===== src/rtl/fetch_sequencer.sv =====
// fetch_sequencer: owns the PC, requests instruction words, hands them to decode.
// Optional FETCH_BRANCH_EN macro enables branch redirect; default build is sequential only.
//
// Ports:
//   i_clk, i_rst           clock, synchronous active-high reset
//   o_pc                   architectural PC (registered)
//   o_imem_req/o_imem_addr instruction memory read request and address
//   i_imem_ack/i_imem_data read data return
//   o_inst/o_inst_valid    instruction to decode, i_inst_ready accepts it
//   i_branch_valid/target  redirect pulse and target (used with FETCH_BRANCH_EN)
//   i_halt, o_halted       stop request and halted status
module fetch_sequencer #(
   parameter int PC_BITS        = 8,
   parameter int INST_MEM_DEPTH = 64,
   parameter int INST_BITS      = 16
) (
   input  logic                 i_clk,
   input  logic                 i_rst,
   output logic [PC_BITS-1:0]   o_pc,
   output logic                 o_imem_req,
   output logic [PC_BITS-1:0]   o_imem_addr,
   input  logic                 i_imem_ack,
   input  logic [INST_BITS-1:0] i_imem_data,
   output logic [INST_BITS-1:0] o_inst,
   output logic                 o_inst_valid,
   input  logic                 i_inst_ready,
   input  logic                 i_branch_valid,
   input  logic [PC_BITS-1:0]   i_branch_target,
   input  logic                 i_halt,
   output logic                 o_halted
);

   typedef enum logic [1:0] {
      S_IDLE,
      S_FETCH,
      S_HOLD,
      S_HALT
   } state_t;

   // Depth is a power of two, so wrap is a mask.
   localparam logic [PC_BITS-1:0] PC_MASK = PC_BITS'(INST_MEM_DEPTH - 1);

   state_t                 state_q, state_d;
   logic [PC_BITS-1:0]     pc_q, pc_d;
   logic [INST_BITS-1:0]   inst_q, inst_d;
   logic                   valid_q, valid_d;
   logic [PC_BITS-1:0]     pc_inc;

   assign pc_inc = (pc_q + 1'b1) & PC_MASK;

`ifdef FETCH_BRANCH_EN
   logic                   pend_q, pend_d;
   logic [PC_BITS-1:0]     tgt_q, tgt_d;
   logic [PC_BITS-1:0]     br_tgt;

   assign br_tgt = i_branch_target & PC_MASK;
`else
   logic unused_br;
   assign unused_br = ^{i_branch_valid, i_branch_target};
`endif

   always_ff @(posedge i_clk) begin
      if (i_rst) begin
         state_q <= S_IDLE;
         pc_q    <= '0;
         inst_q  <= '0;
         valid_q <= 1'b0;
`ifdef FETCH_BRANCH_EN
         pend_q  <= 1'b0;
         tgt_q   <= '0;
`endif
      end else begin
         state_q <= state_d;
         pc_q    <= pc_d;
         inst_q  <= inst_d;
         valid_q <= valid_d;
`ifdef FETCH_BRANCH_EN
         pend_q  <= pend_d;
         tgt_q   <= tgt_d;
`endif
      end
   end

   always_comb begin
      state_d = state_q;
      pc_d    = pc_q;
      inst_d  = inst_q;
      valid_d = valid_q;
`ifdef FETCH_BRANCH_EN
      pend_d  = pend_q;
      tgt_d   = tgt_q;
`endif
      unique case (state_q)
         S_IDLE: begin
            state_d = i_halt ? S_HALT : S_FETCH;
         end
         S_FETCH: begin
`ifdef FETCH_BRANCH_EN
            if (i_imem_ack) begin
               pend_d = 1'b0;
               // Any redirect (live or pending) discards the returned word.
               if (i_branch_valid) begin
                  pc_d = br_tgt;
               end else if (pend_q) begin
                  pc_d = tgt_q;
               end else begin
                  inst_d  = i_imem_data;
                  valid_d = 1'b1;
                  pc_d    = pc_inc;
                  state_d = S_HOLD;
               end
            end else if (i_branch_valid) begin
               pend_d = 1'b1;
               tgt_d  = br_tgt;
            end
`else
            if (i_imem_ack) begin
               inst_d  = i_imem_data;
               valid_d = 1'b1;
               pc_d    = pc_inc;
               state_d = S_HOLD;
            end
`endif
         end
         S_HOLD: begin
`ifdef FETCH_BRANCH_EN
            // Redirect beats a simultaneous handshake.
            if (i_branch_valid) begin
               valid_d = 1'b0;
               pc_d    = br_tgt;
               state_d = S_FETCH;
            end else if (i_inst_ready) begin
               valid_d = 1'b0;
               state_d = i_halt ? S_HALT : S_FETCH;
            end
`else
            if (i_inst_ready) begin
               valid_d = 1'b0;
               state_d = i_halt ? S_HALT : S_FETCH;
            end
`endif
         end
         S_HALT: begin
            state_d = S_HALT;
         end
         default: begin
            state_d = S_IDLE;
         end
      endcase
   end

   assign o_pc         = pc_q;
   assign o_imem_req   = (state_q == S_FETCH);
   assign o_imem_addr  = pc_q;
   assign o_inst       = inst_q;
   assign o_inst_valid = valid_q;
   assign o_halted     = (state_q == S_HALT);

endmodule


===== config.mk =====
export PLATFORM = sky130hd
export DESIGN_NAME = fetch_sequencer
export DESIGN_NICKNAME = d
export VERILOG_FILES = /design/src/rtl/fetch_sequencer.sv
export SDC_FILE = /design/constraint.sdc
export NUM_CORES = 1
export LEC_CHECK = 0
export BUFFER_PORTS_ARGS = -buffer_cell sky130_fd_sc_hd__buf_4
export CELL_PAD_IN_SITES_DETAIL_PLACEMENT = 0
export CELL_PAD_IN_SITES_GLOBAL_PLACEMENT = 2
export CORE_UTILIZATION = 23
export CTS_CLUSTER_DIAMETER = 150
export DETAILED_ROUTE_END_ITERATION = 6
export PLACE_DENSITY = 0.88
export SLEW_MARGIN = 5
export SYNTH_ARGS = -nofsm -noshare
export SYNTH_HDL_FRONTEND = slang
export SYNTH_SLANG_ARGS = --single-unit

===== constraint.sdc =====
create_clock -name i_clk -period 2.6 [get_ports i_clk]
set_input_delay 0.52 -clock i_clk [delete_from_list [all_inputs] [get_ports i_clk]]
set_output_delay 0.52 -clock i_clk [all_outputs]
set_load 0.02 [all_outputs]

# Yosys cells after proc, flatten, opt, wreduce, memory -nomap -nowiden
# Cells that the tools add are included.
totals:
  regBits: 25
  wordCells: 22
op_classes:
  reduce_logical: 5
  n_eq_ne: 5
  addsub: 1
  n_mux: 7
ops:
  columns: ["operator", "n"]
  rows:
  - ["$pmux 2 s4", 1]
  - ["$add 6x1->6 const B", 1]
  - ["$mux 2", 3]
  - ["$eq 2x2->1 const B", 2]
  - ["$reduce_and 2->1", 2]
  - ["$reduce_and 3->1", 1]
  - ["$eq 2x1->1 const B", 1]
  - ["$logic_not 2->1", 1]
  - ["$mux 1", 2]
  - ["$ne 2x1->1 const B", 1]
  - ["$ne 2x2->1 const B", 1]
  - ["$pmux 1 s2", 1]
  - ["$reduce_bool 2->1", 1]

# Longest topological paths before layout
logic_depth:
  depth_word: 3
  mapped_depth: 5
  depth_no_buf: 4

# Least setup slack after synthesis
# Ideal clock, no wire load.
synth_path:
  kind: "input port to flip-flop"
  from: "in i_imem_ack"
  to: "reg pc_q[4], in the netlist o_imem_addr[4]"
  setup_ns: 0.123
  t_arrival_ns: 1.207
  required_time_ns: 2.477
  path_stages: 4
  slack_ns: 1.270
  path_cell_list: "and3b_1 -> buf_4 -> nand4_1 -> mux2_1"
synth_between:
  elab_chain_len: 1
synth_rtl:
  columns: ["element", "line_no", "text"]
  rows:
  - ["from (decl)", "22", "input logic i_imem_ack,"]
  - ["$reduce_and 2->1 (no source line)", null, null]
  - ["to (signal assigned)", "74", "pc_q <= pc_d;"]
  - ["to (decl)", "44", "logic [PC_BITS-1:0] pc_q, pc_d;"]
# Every way passes these cells.
# A chain may end at the register's enable or synchronous reset.

# Worst setup path in the final report
layout_path:
  from: "reg state_q[0]"
  to: "out o_imem_req"
layout_between:
  elab_chain_len: 1
layout_rtl:
  columns: ["element", "line_no", "text"]
  rows:
  - ["from (decl)", "43", "state_t state_q, state_d;"]
  - ["from (signal assigned)", "73", "state_q <= state_d;"]
  - ["$eq 2x1->1", "153", "assign o_imem_req = (state_q == S_FETCH);"]
  - ["to (decl)", "20", "output logic o_imem_req,"]
# Every way passes these cells.

==> summary.md <==
| Metric | Value |
|---|---|
| FILL cells | 467 |
| Setup TNS | 0 ns |
| Peak supply drop | 0.0001849 V |
| CTS tree | done |
| Total CTS buffers | 3 |
| I/O pin cnt | 65 |
| Seq cells post-synth | 25 |
| Cell taking the most area after synthesis | dfxtp_1 |
| Reg2reg start | state_q[0] |
| Number of buffers added on ports | 51 |
| Aggregate global routing overflow | 0 |
| Seq/Total Area, Yosys | 0.4813 |
| Initial antenna violation count | 0 |
| Flop2flop setup slack | 1.08 ns |
| Core area | 0.004354 mm² |
| Row cnt | 24 |
| Clock Tree Root | clkbuf_8 |
| DP HPWL | 1627 µm |
| CTS Hold Bufs | 0 |
| Synth top area cells | dfxtp_1 48%, nand2_1 13%, a21oi_1 10% |
| Pwr dens | 535.6 mW/mm² |
| Share of cells above drive strength 1 | 0.3294 |
| Vias per Instance | 4.306 |
| Die ar. | 0.004793 mm² |
| PnR worst setup slack | 0.9736 ns |
| Crit path launch | state_q[0] |
| Synth top cells by count | 37 x nand2_1, 25 x dfxtp_1, 21 x a21oi_1 |
| DRC | 0 |
| Total number of vias | 956 |
| Fin crit share | 0.6255 |
| Max Root-Sink Buffers | 2 |
| Clk_lat worst skew | 0.26 ns |
| Hold Path Class | reg -> reg |
| Vias in the first global route | 946 |
| Reg2reg end | o_imem_addr[5] |
| Final wirelength | 2370 µm |
| DIE WIDTH | 69.24 µm |
| Mapped Cells | 128 |
| First-pass GRT wire length | 4071 µm |
| Pins Over Slew Limit | 0 |
| Clock sink count | 25 |
| WL per Instance | 10.68 µm |
| DRT antenna net count | 0 |
| Die Ht | 69.24 µm |
| Gr usage total | 0.1018 |
| Starting Density | 0.2388 |
| Area fraction of the dominant cell type after synthesis | 0.4813 |
| Final setup fails | 0 |
| 1st-iter DRT viols | 32 |
| Crit path kind | reg -> out |
| Leakage | 0.6370 nW |
| Hold Startpoint | o_inst[8] |
| Post-Place Worst Slack | 0.9433 ns |
| First-pass iteration count of the detailed router | 3 |
| R2R cell count | 3 |
| Worst-path clk slew | 0.09 ns |
| H-tree Lvls | 1 |
| Required @ worst endpoint | 2.08 ns |
| Max Cap Violations | 0 |
| RSZ-0062 raised after global routing | false |
| Critical Path Source Type | flip-flop |
| Mean Syn Cell Area | 8.123 µm² |
| Post-CTS Setup Inserts | 0 |
| Diodes inserted | 0 |
| Crit path time final | 1.626 ns |
| Critical path endpoint category | primary output |
| Cts repair resizes | 0 |
| CP endpoint | o_imem_req |
| Largest net degree at the start of global routing | 27 |
| Mapped Area | 0.001040 mm² |
| EDFF count, synth | 0 |
| Final Skew | 0.001779 ns |
| Crit path arrival time | 1.11 ns |
| Hold depth | 2 |
| Final hold slack | 0.4589 ns |
| Fin nets | 202 |
| Post-synth cell types | 26 |
| Count leader, synth | nand2_1 |
| Most used DFF post-synth | dfxtp_1 |
| Status | finished, final reports clean |
| Peak Freq | 0.6148 GHz |
| Utilization after layout | 0.3313 |
| Synth-to-layout area growth | 38.75% |
| Max FO, Critical Path | 7 |
| Final hold viol count | 0 |
| FFs w/ async S/R, synth | 0 |
| Ys Warns | 0 |
| Routability cong. | 0.7315 |
-- cells in the final DEF, fill, tap and decap left out --
cell       n
a21oi_1   21
or3_1      2
and2_1     1
nand3b_4   1
and3b_1    1
clkbuf_1   1
xnor2_1    1
a221oi_1   1
conb_1     4
o21ai_0    1
nand2_1   37
nand2b_1   1
inv_1      2
o21ai_1    3
clkbuf_8   3
nand4_1    1
o31ai_1    1
nand3_1    1
nor2b_1    3
or4_1      1
buf_4     52
ha_1       1
mux2_1     1
dfxtp_1   25
nor2_1     4
-- logic make-up (layout without fill, tap and decap cells) --
kind of cell,after synthesis,in the layout,share of synthesized area
XOR/XNOR,1,1,0.008425
buffers and inverters,19,58,0.1119
AND/OR/NAND/NOR,53,53,0.2359
flip-flops,25,25,0.4813
multiplexers,1,1,0.01083
adder cells (fa/ha/maj),1,1,0.01203
AO/OA/AOI/OAI,27,27,0.1360
other,1,4,0.003607
-- routing by layer --
layer	wire length [µm]	track usage
met3	130	0.02180
met5	0	0
met2	1118	0.1737
met1	1112	0.1267
met4	8	0.03401
-- report_power, final --
group	internal, mW	switching, mW	total, mW
combinational	0.0588	0.0698	0.129
clock	0.109	0.121	0.231
sequential	0.400	0.0140	0.414
total	0.568	0.205	0.773
-- registers in the layout, indices dropped and copies added, names as in the netlist --
register / flops
o_imem_addr: 6
o_inst: 16
o_inst_valid: 1
state_q: 2
-- how the worst min path moves through the flow --
stage	end	slack, ns
final	o_inst[8]	0.46
after global routing	o_inst[15]	0.49
after CTS	o_inst[10]	0.46
after detailed placement	o_inst[10]	0.45
after global placement	o_inst[10]	0.44
after floorplan	o_inst[10]	0.53
-- area by class of cell --
cell class	instances	area [µm²]	share of cell area
Sequential cell	25	500.5	0.3469
Multi-Input combinational cell	87	434.2	0.3010
Inverter	2	7.507	0.005204
Tap cell	52	65.06	0.04510
Timing Repair Buffer	52	390.4	0.2706
Clock buffer	4	45.04	0.03122
-- metrics by stage --
stage	instances	area (µm²)	power, mW
2_1_floorplan	131	1051	0.4989
3_3_place_gp	218	1398	0.5524
3_5_place_dp	218	1398	0.5532
4_1_cts	222	1443	0.7922
5_1_grt	222	1443	0.8181
6_report	222	1443	0.7727
-- worst max-delay path, cell delays in order (launching register included) --
cell and delay (ns):
dfxtp_1 0.46, nor2b_1 0.21, buf_4 0.17
Note: power is estimated with default switching activity, not from simulation.
